### src/rtl/game_pkg.sv
// game_pkg: match states and winner codes shared by
// game_logic, game_flow_ctrl and the overlay renderer.
package game_pkg;

  typedef enum logic [2:0] {
    IDLE       = 3'd0,
    WAIT_PEER  = 3'd1,
    COUNTDOWN  = 3'd2,
    PLAY       = 3'd3,
    RESULT     = 3'd4,
    MATCH_OVER = 3'd5
  } state_t;

  localparam logic [1:0] WIN_NONE = 2'b00;
  localparam logic [1:0] WIN_P1   = 2'b01;
  localparam logic [1:0] WIN_P2   = 2'b10;
  localparam logic [1:0] WIN_DRAW = 2'b11;

  function automatic logic [3:0] sat_inc(
    input logic [3:0] v
  );
    return (v == 4'hF) ? v : v + 4'd1;
  endfunction

endpackage

### src/rtl/sec_tick.sv
// sec_tick: prescaler, one-cycle o_tick every CLK_HZ cycles.
// Ports: i_clk, i_rst (sync, high), i_clr (restart count), o_tick.
module sec_tick #(
  parameter int CLK_HZ = 65_000_000
) (
  input  logic i_clk,
  input  logic i_rst,
  input  logic i_clr,
  output logic o_tick
);

  localparam int W =
    (CLK_HZ > 1) ? $clog2(CLK_HZ) : 1;
  localparam logic [W-1:0] LAST = W'(CLK_HZ - 1);

  logic [W-1:0] r_cnt;

  always_ff @(posedge i_clk) begin
    if (i_rst || i_clr) begin
      r_cnt <= '0;
    end else if (r_cnt == LAST) begin
      r_cnt <= '0;
    end else begin
      r_cnt <= r_cnt + 1'b1;
    end
  end

  assign o_tick = (r_cnt == LAST);

endmodule

### src/rtl/game_flow_ctrl.sv
// game_flow_ctrl: ready handshake, countdown, play, result hold
// and best-of match score around game_logic.
// Ports: clk, rst (sync, high), mouse_left_local, remote_ready,
// winner_valid/winner_code in; game_rst, local_ready, state,
// countdown, score1, score2, last_result out (all registered).
module game_flow_ctrl
  import game_pkg::*;
#(
  parameter int CLK_HZ          = 65_000_000,
  parameter int COUNT_SEC       = 3,
  parameter int RESULT_HOLD_SEC = 2,
  parameter int WIN_SCORE       = 5
) (
  input  logic       clk,
  input  logic       rst,
  input  logic       mouse_left_local,
  input  logic       remote_ready,
  input  logic       winner_valid,
  input  logic [1:0] winner_code,
  output logic       game_rst,
  output logic       local_ready,
  output state_t     state,
  output logic [1:0] countdown,
  output logic [3:0] score1,
  output logic [3:0] score2,
  output logic [1:0] last_result
);

  localparam logic [1:0] CD_LOAD = COUNT_SEC[1:0];
  localparam int HW =
    (RESULT_HOLD_SEC > 1) ? $clog2(RESULT_HOLD_SEC + 1) : 1;
  localparam logic [HW-1:0] HOLD_LOAD = HW'(RESULT_HOLD_SEC);
  localparam logic [3:0] WIN = WIN_SCORE[3:0];

  state_t        r_state;
  logic          r_game_rst;
  logic          r_local_ready;
  logic [1:0]    r_countdown;
  logic [3:0]    r_score1;
  logic [3:0]    r_score2;
  logic [1:0]    r_last;
  logic [HW-1:0] r_hold;
  logic          r_mouse_d;

  logic w_click;
  logic w_win_ok;
  logic w_clr;
  logic w_tick;

  assign w_click  = mouse_left_local & ~r_mouse_d;
  assign w_win_ok = winner_valid && (winner_code != WIN_NONE);

  // Restart the prescaler on the cycle we enter a timed phase.
  assign w_clr =
    ((r_state == WAIT_PEER) && r_local_ready && remote_ready) ||
    ((r_state == PLAY) && w_win_ok);

  sec_tick #(
    .CLK_HZ(CLK_HZ)
  ) u_tick (
    .i_clk (clk),
    .i_rst (rst),
    .i_clr (w_clr),
    .o_tick(w_tick)
  );

  always_ff @(posedge clk) begin
    if (rst) begin
      r_state       <= IDLE;
      r_game_rst    <= 1'b1;
      r_local_ready <= 1'b0;
      r_countdown   <= 2'd0;
      r_score1      <= 4'd0;
      r_score2      <= 4'd0;
      r_last        <= WIN_NONE;
      r_hold        <= '0;
      // Preset high so the first cycle after reset never
      // looks like a rising edge.
      r_mouse_d     <= 1'b1;
    end else begin
      r_mouse_d <= mouse_left_local;
      unique case (r_state)
        IDLE: begin
          if (w_click) begin
            r_local_ready <= 1'b1;
            r_state       <= WAIT_PEER;
          end
        end
        WAIT_PEER: begin
          if (r_local_ready && remote_ready) begin
            r_countdown <= CD_LOAD;
            r_state     <= COUNTDOWN;
          end
        end
        COUNTDOWN: begin
          if (w_tick) begin
            if (r_countdown <= 2'd1) begin
              r_countdown <= 2'd0;
              r_game_rst  <= 1'b0;
              r_state     <= PLAY;
            end else begin
              r_countdown <= r_countdown - 2'd1;
            end
          end
        end
        PLAY: begin
          if (w_win_ok) begin
            unique case (winner_code)
              WIN_P1:  r_score1 <= sat_inc(r_score1);
              WIN_P2:  r_score2 <= sat_inc(r_score2);
              default: ;
            endcase
            r_last     <= winner_code;
            r_hold     <= HOLD_LOAD;
            r_game_rst <= 1'b1;
            r_state    <= RESULT;
          end
        end
        RESULT: begin
          if (w_tick) begin
            if (r_hold <= HW'(1)) begin
              if (r_score1 == WIN || r_score2 == WIN) begin
                r_state <= MATCH_OVER;
              end else begin
                r_local_ready <= 1'b0;
                r_state       <= IDLE;
              end
            end else begin
              r_hold <= r_hold - HW'(1);
            end
          end
        end
        MATCH_OVER: begin
          if (w_click) begin
            r_score1      <= 4'd0;
            r_score2      <= 4'd0;
            r_last        <= WIN_NONE;
            r_local_ready <= 1'b0;
            r_state       <= IDLE;
          end
        end
        default: begin
          r_state <= IDLE;
        end
      endcase
    end
  end

  assign state       = r_state;
  assign game_rst    = r_game_rst;
  assign local_ready = r_local_ready;
  assign countdown   = r_countdown;
  assign score1      = r_score1;
  assign score2      = r_score2;
  assign last_result = r_last;

endmodule

### config.mk
export PLATFORM = sky130hd
export DESIGN_NAME = game_flow_ctrl
export DESIGN_NICKNAME = d
export VERILOG_FILES = /design/src/rtl/game_pkg.sv /design/src/rtl/sec_tick.sv /design/src/rtl/game_flow_ctrl.sv
export SDC_FILE = /design/constraint.sdc
export NUM_CORES = 1
export LEC_CHECK = 0
export CAP_MARGIN = 20
export CORE_MARGIN = 2
export CORE_UTILIZATION = 45
export DETAILED_ROUTE_END_ITERATION = 7
export MAX_ROUTING_LAYER = met4
export PLACE_DENSITY = 0.66
export SLEW_MARGIN = 20
export SYNTH_ARGS = -nofsm -noshare
export SYNTH_HDL_FRONTEND = slang
export SYNTH_SLANG_ARGS = --single-unit
### constraint.sdc
create_clock -name clk -period 2 [get_ports clk]
set_input_delay 0.4 -clock clk [delete_from_list [all_inputs] [get_ports clk]]
set_output_delay 0.4 -clock clk [all_outputs]
set_load 0.03 [all_outputs]
==> results of run 1 <==
-- registers in the layout (all words and copies together), names as in the netlist --
signal	flops
local_ready	1
countdown	2
game_rst	1
score2	4
u_tick.r_cnt	26
state	3
score1	4
last_result	2
r_hold	2
r_mouse_d	1
-- through the flow --
stage          utilization  instances  power (mW)  TNS (ps)
2_1_floorplan            -        271        1.01         0
4_1_cts              0.567        381        1.74         0
3_5_place_dp         0.545        373        1.06     -49.9
6_report             0.567        381        1.71         0
3_3_place_gp         0.545        373        1.06     -49.6
5_1_grt              0.567        381        1.78         0
-- synthesized netlist by cell type, types with 3 or more instances --
cell,instances
clkbuf_1,4
buf_2,4
nor2_1,37
and4bb_2,3
ha_1,6
and3_1,6
inv_1,11
dfxtp_1,46
nor3_1,4
nand3_1,22
nand2_1,18
xnor2_1,8
nand4_1,9
or2_2,4
o21ai_0,5
a21oi_1,12
nor2b_1,5
nand2b_1,3
o211a_1,3
xor2_1,21
-- layer usage --
layer	global-route usage	routed length, um
met5	-	0
met4	0.0436	27
met2	0.290	2190
met1	0.217	2260
met3	0.0415	179
-- power by group --
| group | switching [mW] | leakage, nW | internal (mW) |
|---|---|---|---|
| sequential | 0.0107 | 0.372 | 0.924 |
| combinational | 0.0539 | 0.685 | 0.0482 |
| clock | 0.304 | 0.0579 | 0.368 |
| total | 0.368 | 1.11 | 1.34 |
-- what timing repair did --
action	CTS	global route
gates resized for setup	1	1
gates cloned	0	0
pin swaps	0	0
endpoints found under the setup margin	1	1
-- cells in the final DEF, fill, tap and decap left out, drive strengths merged, types with 3 or more instances in the layout --
cell / synthesis / routed
nor2: 37 / 37
inv: 11 / 11
clkbuf: 4 / 5
nand3: 24 / 24
nand2b: 4 / 4
ha: 6 / 6
and4bb: 3 / 3
nand2: 18 / 18
o21ai: 5 / 5
or3: 3 / 3
nand4: 9 / 9
xor2: 21 / 21
buf: 5 / 18
and3: 7 / 7
o211a: 3 / 3
dfxtp: 46 / 46
or2: 4 / 4
a21oi: 12 / 12
clkdlybuf4s50: 0 / 21
xnor2: 8 / 8
and2: 3 / 3
nor2b: 5 / 5
nor4: 3 / 3
nor3: 6 / 6
-- area by class of cell --
class,count,area (um2)
Sequential cell,46,921
Clock buffer,5,68.8
Inverter,11,41.3
Timing Repair Buffer,41,379
Fill cell,491,2200
Multi-Input combinational cell,205,1340
Clock inverter,3,40.0
Tap cell,70,87.6
-- logic make-up after synthesis --
family / Yosys count
compound gates: 33
xor+xnor: 29
fa+ha+maj: 6
buf+inv: 20
flops: 46
mux: 3
simple gates: 134
-- how the worst max path moves through the flow --
stage,endpoint,depth (start not counted)
after floorplan,u_tick.r_cnt[10]$_SDFF_PP0_,5
after global placement,state[2]$_SDFFE_PP0P_,6
after detailed placement,state[2]$_SDFFE_PP0P_,6
after CTS,state[1],1
after global routing,state[0],1
final,state[0],1
==> flow_summary.yaml, run 1 <==
global_route:
  antenna_found_initial: 0
  grt_pass1_wl_um: 8190
  grt.overflow.total: 0
  grt_max_degree: 27
  grtUsageTotal: 0.175
  grt_pass1_vias: 1864
logic_synthesis:
  ys.flop_type: "dfxtp_1"
  synth.distinct_cells: 51
  synth_compound_area_frac: 0.0954
  ys_warn_count: 0
  synthAdderAreaFrac: 0.0320
  yosysSeqAreaShare: 0.392
  synth_top_area_frac: 0.392
  syn-cell-area_mm2: 0.00235
  synth_top_family_by_area: "simple AND/OR/NAND/NOR gates"
  synth_mux_area_frac: 0.0139
  async_flop_share: 0
  synth-seq-cells: 46
  synth_edf_count: 0
  synthesis.nets: 284
  synth.avg_cell_area_um2: 8.67
  synth-simple-area-share: 0.321
  syn_inst: 271
  synth_xor_area_frac: 0.108
  yosysTopAreaCell: "dfxtp_1"
  ys_top_cells_by_area: "dfxtp_1, xor2_1, nor2_1, nand3_1, ha_1"
worst_setup_path:
  worstPathRequired_ps: 1600
  worstReg2RegStart: "u_tick.r_cnt[14]$_SDFF_PP0_"
  worstPathArrival_ps: 1460
  r2r_end: "r_hold[0]$_SDFFE_PP0P_"
  critPathLaunch: "state[0]$_SDFFE_PP0P_"
  slowest_stage: "clkdlybuf4s50_1"
  rr_worst_depth: 5
  cpPeakStageDelay_ps: 710
  cp_max_fo: 6
  crit_chain: "clkdlybuf4s50_1"
  cp-end-kind: "output pin"
  worst-path-buf-inv: 1
  r2r_slack_ps: 220
  crit_family: "buffers and inverters"
  criticalPathCategory: "reg2out"
  critPathLaunchType: "flop"
final_layout:
  insertedDiodeCount: 0
  finalInstanceArea_mm2: 0.00288
  drive_gt1_frac: 0.148
  syn_to_final_growth_pct: 22.5
  nNetsFinal: 323
worst_hold_path:
  min_to: "last_result[1]$_SDFFE_PP0P_"
  min_path_cells: 2
  hp-class: "reg2reg"
  worst_hold_startpoint: "last_result[1]$_SDFFE_PP0P_"
sta:
  fin_crit_sh: 0.929
  report.final.slew_viol_count: 0
  setup-violations-final: 0
  min_period_ps: 1860
  hold_viol_final: 0
  whs_ps: 454
  max_freq_mhz: 538
  slew_headroom: 0.748
  rsz0062_at_grt: "no"
  worstMarginPinSlew_ps: 377
  fin_worst_skew_ps: 10.5
  setup_ws_ps: 142
detailed_routing:
  dr.pass1.iters: 4
  wl_um: 4660
  drt_iter0_drc: 87
  via_count: 1945
  ant_nets: 0
  wl_per_cell_um: 12.2
  drc: 0
  vias_per_cell: 5.10
floorplan:
  fp.dieW_um: 76.2
  pin_count: 24
  dieArea_mm2: 0.00581
  fp.dieH_um: 76.2
  start_util: 0.463
  rows: 26
  core_mm2: 0.00507
clocking:
  holdBufCountCts: 0
  clk_pin_slew_ps: 90
  clkLatencyLatePin_ps: 290
  cts_root_buf: "clkbuf_8"
  cts_buffer_depth: 2
  cts_setup_buffers: 0
  htree_levels: 2
  cts_tree: "done"
  clock_sinks: 46
  numCtsBuffers: 5
status:
  status: "finished clean"
place:
  io_buffers: 23
  dpl.hpwl_um: 3360
  post-place-ws_ps: -49.9
  place_area_mm2: 0.00277
  place_congestion: 0.867
pwr:
  vdd_drop_max_uv: 376
  p_leak_nw: 1.11
  p_per_area_mw_per_mm2: 594
job:
  drv_cap: 0
No activity file was read; power rests on OpenSTA's default activity.
==> run 2, diff against run 1 <==
- MAX_ROUTING_LAYER: met4 -> not set
==> flow_summary.yaml, run 2 (synthesis gave the netlist of run 1 again) <==
detailed_routing:
  ant_nets: 0
  wl_um: 4660
  wl_met1_um: 2260
  met2WireLength_um: 2190
  via_count: 1945
  wl_met3_um: 179
  vias_per_cell: 5.10
  dr.pass1.iters: 4
  drc: 0
  drt_iter0_drc: 87
  wl_per_cell_um: 12.2
  top_layer: "met4"
job:
  drv_cap: 0
pwr:
  p_leak_nw: 1.11
  switching_share: 0.216
  p_per_area_mw_per_mm2: 594
  internal_power_mw: 1.34
  power.share.clock: 0.393
  power.switching_mw: 0.368
  pwr-share-comb: 0.060
  p_seq_frac: 0.547
  vdd_drop_max_uv: 376
global_route:
  grt_pass1_vias: 1863
  grtUsageTotal: 0.171
  grt_max_degree: 27
  grt_pass1_wl_um: 8200
  antenna_found_initial: 0
  grt.overflow.total: 0
place:
  dpl.hpwl_um: 3360
  io_buffers: 23
  place_congestion: 0.853
  post-place-ws_ps: -49.9
worst_setup_path:
  worstPathArrival_ps: 1460
  worstReg2RegStart: "u_tick.r_cnt[14]$_SDFF_PP0_"
  critPathLaunch: "state[0]$_SDFFE_PP0P_"
  crit_chain: "clkdlybuf4s50_1"
  cp_max_fo: 6
  cp-end-kind: "output pin"
  slowest_stage: "clkdlybuf4s50_1"
  worstPathRequired_ps: 1600
  cpPeakStageDelay_ps: 710
  criticalPathCategory: "reg2out"
  critPathLaunchType: "flop"
  crit_family: "buffers and inverters"
  worst-path-buf-inv: 1
floorplan:
  start_util: 0.463
  fp.dieH_um: 76.2
  core_mm2: 0.00507
  dieArea_mm2: 0.00581
  pin_count: 24
  rows: 26
  fp.dieW_um: 76.2
sta:
  setup_ws_ps: 142
  rsz0062_at_grt: "no"
  fin_crit_sh: 0.929
  slew_headroom: 0.748
  fin_worst_skew_ps: 10.5
  max_freq_mhz: 538
  report.final.slew_viol_count: 0
  setup-violations-final: 0
  hold_viol_final: 0
  worstMarginPinSlew_ps: 377
  min_period_ps: 1860
clocking:
  cts_buffer_depth: 2
  clk_pin_slew_ps: 90
  numCtsBuffers: 5
  cts_setup_buffers: 0
  clock_sinks: 46
  clkLatencyLatePin_ps: 290
  htree_levels: 2
  cts_root_buf: "clkbuf_8"
  cts_tree: "done"
final_layout:
  largest_reg_flops: 26
  insertedDiodeCount: 0
  syn_to_final_growth_pct: 22.5
  layout_common_cells: "dfxtp_1, nor2_1, nand3_1"
  drive_gt1_frac: 0.148
  final_common_cell: "dfxtp_1"
  final_util: 0.567
  nNetsFinal: 323
  top_register: "u_tick.r_cnt"
status:
  status: "finished clean"
worst_hold_path:
  worst_hold_startpoint: "last_result[1]$_SDFFE_PP0P_"
  hp-class: "reg2reg"
## run 2: cell counts in the layout (fill, tap and decap cells not counted)
No cell type changed its count.
## run 2: through the flow
step | cell area (um2) | setup TNS [ps] | power (mW) | hold slack (ps) | cells
after detailed placement | 2770 | -49.9 | 1.06 | 445 | 373
after CTS | 2880 | 0 | 1.74 | 459 | 381
after floorplan | 2350 | 0 | 1.01 | 441 | 271
final | 2880 | 0 | 1.71 | 454 | 381
after global routing | 2880 | 0 | 1.78 | 484 | 381
after global placement | 2770 | -49.6 | 1.06 | 444 | 373
## run 2: repair_timing
action,4_1_cts,5_1_grt
hold buffers,0,0
setup endpoints to repair,1,1
gates resized for setup,1,1
## run 2: area by class of cell
class / count / area [um2]
well taps: 70 / 87.6
inverters: 11 / 41.3
flip-flops and latches: 46 / 921
multi-input cells: 205 / 1340
repair buffers: 41 / 379
clock buffers: 5 / 68.8
fillers: 491 / 2200
clock inverters: 3 / 40.0
## run 2: metal layers
layer	vias to the layer above	GRT usage
li1	1016	-
met1	890	0.217
met2	37	0.290
met3	2	0.0415
met4	0	0.0436
met5	-	0
## run 2: worst paths after layout
kind / slack [ps] / cells after the start / endpoint
setup / recovery: 140 / 1 / state[0]
hold / removal: 450 / 2 / last_result[1]$_SDFFE_PP0P_
setup reg to reg: 220 / 5 / r_hold[0]$_SDFFE_PP0P_
hold reg to reg: 450 / 2 / last_result[1]$_SDFFE_PP0P_
## run 2: power by group through the flow
| stage | registers [mW] | clock network (mW) | logic (mW) |
|---|---|---|---|
| after floorplan | 0.960 | 0 | 0.0483 |
| after global placement | 0.956 | 0 | 0.102 |
| after detailed placement | 0.957 | 0 | 0.103 |
| after CTS | 0.935 | 0.698 | 0.103 |
| after global routing | 0.937 | 0.733 | 0.113 |
| final | 0.935 | 0.672 | 0.102 |
==> variant 1, RTL diff (config.mk and constraints of run 2) <==
`CLK_HZ` is set to 65_000_000 in 2 places; all go to 32_500_000.
--- a/src/rtl/sec_tick.sv
+++ b/src/rtl/sec_tick.sv
@@ -1,7 +1,7 @@
 // sec_tick: prescaler, one-cycle o_tick every CLK_HZ cycles.
 // Ports: i_clk, i_rst (sync, high), i_clr (restart count), o_tick.
 module sec_tick #(
-  parameter int CLK_HZ = 65_000_000
+  parameter int CLK_HZ = 32_500_000
 ) (
   input  logic i_clk,
   input  logic i_rst,
--- a/src/rtl/game_flow_ctrl.sv
+++ b/src/rtl/game_flow_ctrl.sv
@@ -6,7 +6,7 @@
 module game_flow_ctrl
   import game_pkg::*;
 #(
-  parameter int CLK_HZ          = 65_000_000,
+  parameter int CLK_HZ          = 32_500_000,
   parameter int COUNT_SEC       = 3,
   parameter int RESULT_HOLD_SEC = 2,
   parameter int WIN_SCORE       = 5
Formal check against the unedited RTL: same outputs for any inputs over 10 cycles, from zero or initial values and one cycle with rst high; that may be too few to reach the edited logic, so the function may still have changed.
==> variant 1 against run 2 <==
Synthesized area decreased by 3.8%. Sequential cell count down 1. Final area increased by 3.6%. Clock skew is essentially flat. Cell count increased by 3.9%. Die area is 3.6% lower. Worst setup slack got worse by 0.12 ns. Wire length grew 6.6%. Highest routed layer unchanged.
Power is not compared: it rests on default switching activity, and its combinational part moved more than twofold at a synthesized area within 25%.
==> variant 1: results (changes against run 2) <==
| Metric | Value |
|---|---|
| Hold Path Class | register to register (unchanged) |
| Ant. Diodes | 0 (unchanged) |
| Seq pwr share | 0.455 |
| Max stage delay on crit path | 0.54 ns (was 0.71 ns) |
| Number of distinct library cells after synthesis | 47 (was 51) |
| Post-synthesis adder-cell area fraction | 0.0332 (was 0.0320) |
| Delay-heaviest family, CP | simple AND/OR/NAND/NOR gates (was buffers and inverters) |
| Synth Flop Type | dfxtp_1 (unchanged) |
| Placed cell count | 388 (was 373) |
| Lkg Pwr | 1.15 nW |
| Arrival @ worst endpoint | 2.21 ns (was 1.46 ns) |
| Post-synthesis sequential area ratio | 0.399 (was 0.392) |
| Multiplexer share of the synthesized area | 0.00443 (was 0.0139) |
| Synth area leaders | dfxtp_1, nor2_1, xnor2_1 (was dfxtp_1, xor2_1, nor2_1) |
| Synth Area in Compound Gates | 0.110 (was 0.0954) |
| Final Instance Count excl. Fillers | 396 (was 381) |
| Max H-tree Level | 2 (unchanged) |
| Mapped Cells | 271 (unchanged) |
| Post-Synth XOR/XNOR Area | 0.112 (was 0.108) |
| Max clock buf depth | 2 (unchanged) |
| Drt pass-1 iters | 4 (unchanged) |
| Initial antenna violation count | 0 (unchanged) |
| Dpl hpwl | 3650 µm (was 3360 µm) |
| Status | completed (unchanged) |
| Clock Root Buffer | clkbuf_8 (unchanged) |
| RePlAce Congestion | 0.809 (was 0.853) |
| CP Max Fanout | 4 (was 6) |
| Max FFs per register | 25 (was 26) |
| Total gr overflow | 0 (unchanged) |
| Pre-CTS setup slack | -0.0653 ns (was -0.0499 ns) |
| Final net count | 341 (was 323) |
| Vias per inst | 5.27 (was 5.10) |
| Slowest stage cell, crit path | or4_4 (was clkdlybuf4s50_1) |
| Final setup skew | 0.0105 ns (about the same) |
| Gr usage total | 0.192 (was 0.171) |
| Max_slew headroom | 0.742 (was 0.748) |
| Power Sequential | roughly 0.00095 W |
| Clock-pin slew on the worst setup and hold paths | 0.09 ns (about the same) |
| Initial drt markers | 152 (was 87) |
| Share of post-route cells with drive strength above 1 | 0.170 (was 0.148) |
| Power Clock | a little over 0.0008 W |
| Int Pwr | ~0.0016 W |
| Placed cell area | 2830 µm² (was 2770 µm²) |
| Largest Register | u_tick.r_cnt (unchanged) |
| Syn. warnings | 0 (unchanged) |
| Synth cell count leaders | nor2_1, dfxtp_1, nand3_1 (was dfxtp_1, nor2_1, nand3_1) |
| PortBufs | 23 (unchanged) |
| Drt wl/cell | 12.5 µm (was 12.2 µm) |
| Asr flop ratio synth | 0 (unchanged) |
| First-pass GRT wire length | 8440 µm (was 8200 µm) |
| Largest net degree at the start of global routing | 26 (was 27) |
| Vias in the first global route | 1927 (was 1863) |
==> variant 1: final timing paths <==
kind	start	to	slack [ns]	cells past startpoint
min reg2reg	game_rst	game_rst	0.47	2
min	game_rst	game_rst	0.47	2
max	u_tick.r_cnt[1]	countdown[0]	0.02	6
max reg2reg	u_tick.r_cnt[1]	countdown[0]	0.02	6
==> variant 1: per-layer routing <==
metal / GRT usage / wire (µm) / up-vias
li1: - / - / 1076
met1: 0.246 / 2360 / 969
met5: 0 / 0 / -
met2: 0.327 / 2370 / 33
met4: 0.0595 / 75 / 0
met3: 0.0388 / 163 / 8
==> variant 1: cell type report <==
class                      count  area [µm²]
fill                         437        1800
multi-input combinational    208        1310
sequential                    45         903
timing repair buffer          60         526
tap                           67        83.8
clock buffer                   5        68.8
clock inverter                 3        65.1
inverter                       8        30.0
==> variant 1: what timing repair did <==
| item | 4_1_cts | 5_1_grt |
|---|---|---|
| gates resized for setup | 1 | 4 |
| setup endpoints to repair | 28 | 30 |
| pin swaps | 2 | 0 |
| cloned | 0 | 0 |
==> variant 2, RTL diff (flow settings as in run 2) <==
Made on the original files. Register the output `countdown` once more, without a reset; this adds one clock of latency there. The other outputs are not delayed to match. Comments in the files are not updated.
--- a/src/rtl/game_flow_ctrl.sv
+++ b/src/rtl/game_flow_ctrl.sv
@@ -149,7 +149,9 @@
   assign state       = r_state;
   assign game_rst    = r_game_rst;
   assign local_ready = r_local_ready;
-  assign countdown   = r_countdown;
+  always_ff @(posedge clk) begin
+    countdown <= r_countdown;
+  end
   assign score1      = r_score1;
   assign score2      = r_score2;
   assign last_result = r_last;
Behaviour: not the same (Yosys sat finds a counterexample within 4 cycles, from zero or initial values and one cycle with rst high).
==> variant 2 against run 2 <==
Wire length about the same. Highest routed layer unchanged. Sequential share of layout area increased by 1.4 points. Sequential cell count up 2. First-iteration DRC count grew 44%. Synthesized area up 1.9%. Critical path type unchanged. Utilization down 0.31 points. Worst setup slack lost 0.063 ns. Critical path depth unchanged. Final area hardly changed.
Power is not compared: it rests on default switching activity, and its combinational part moved more than twofold at a synthesized area within 25%.
==> variant 2: results (changes against run 2) <==
| Metric | Value |
|---|---|
| First-pass GRT wire length | 8020 µm (was 8200 µm) |
| Min Hold Slack | 0.381 ns (was 0.454 ns) |
| Syn nets | 293 (was 284) |
| RePlAce Congestion | 0.803 (was 0.853) |
| Post-synthesis sequential area ratio | 0.402 (was 0.392) |
| Register-to-Register Path Depth | 6 (was 5) |
| CP Max Fanout | 9 (was 6) |
| Number of distinct library cells after synthesis | 47 (was 51) |
| Grt met1 use | 0.251 (was 0.217) |
| Max_slew headroom | 0.668 (was 0.748) |
| Reg-to-reg endpoint | state[2] (was r_hold[0]) |
| Hold Path End | countdown[0] (was last_result[1]) |
| Gr usage total | 0.165 (was 0.171) |
| Share of post-route cells with drive strength above 1 | 0.0962 (was 0.148) |
| Fin crit share | 0.960 (was 0.929) |
| R2r setup slk | 0.12 ns (was 0.22 ns) |
| Synth cell count leaders | dfxtp_1, nor2_1, xnor2_1 (was dfxtp_1, nor2_1, nand3_1) |
| Met3 WL | 159 µm (was 179 µm) |
| Status | completed (unchanged) |
| Dpl hpwl | 3340 µm (was 3360 µm) |
| Placed cell count | 374 (was 373) |
| Placed cell area | 2760 µm² (was 2770 µm²) |
| Max stage delay on crit path | 0.73 ns (was 0.71 ns) |
| Largest net degree at the start of global routing | 26 (was 27) |
| Metal-1 WL | 2480 µm (was 2260 µm) |
| Met3 Usage GRT | 0.0318 (was 0.0415) |
| Critical path startpoint | state[2] (was state[0]) |
| CP Capture Point | state[2] (was state[0]) |
| Fillers | 488 (was 491) |
| Synth area leaders | dfxtp_1, xnor2_1, nor2_1 (was dfxtp_1, xor2_1, nor2_1) |
| Vias | 1964 (was 1945) |
| Routed wl met2 | 1980 µm (was 2190 µm) |
| Min-delay src | r_countdown[0] (was last_result[1]) |
| Pre-CTS setup slack | -0.00796 ns (was -0.0499 ns) |
| Hold path depth | 0 (was 2) |
-- variant 2: power breakdown --
group	internal, W	switching, W	total [W]
combinational	0.000134	0.000166	0.000300
clock	0.000371	0.000308	0.000679
sequential	0.000978	0.0000260	0.00100
total	0.00148	0.000501	0.00198
-- variant 2: cell families (layout without fill, tap and decap cells) --
| family | after synthesis | count (layout) | share of synthesized area |
|---|---|---|---|
| and+or+nand+nor | 137 | 137 | 0.309 |
| muxes | 2 | 2 | 0.00837 |
| AOI/OAI and AO/OA | 31 | 31 | 0.0926 |
| adders and majority gates | 6 | 6 | 0.0314 |
| buffers and inverters | 26 | 58 | 0.0471 |
| xor gates and xnor gates | 30 | 30 | 0.110 |
| DFF | 48 | 48 | 0.402 |
-- variant 2: cell type report --
class | count | area share
inverters | 13 | 0.0169
well taps | 70 | 0.0304
repair buffers | 37 | 0.122
clock inverters | 2 | 0.0122
clock buffers | 6 | 0.0252
flip-flops and latches | 48 | 0.334
multi-input cells | 206 | 0.460
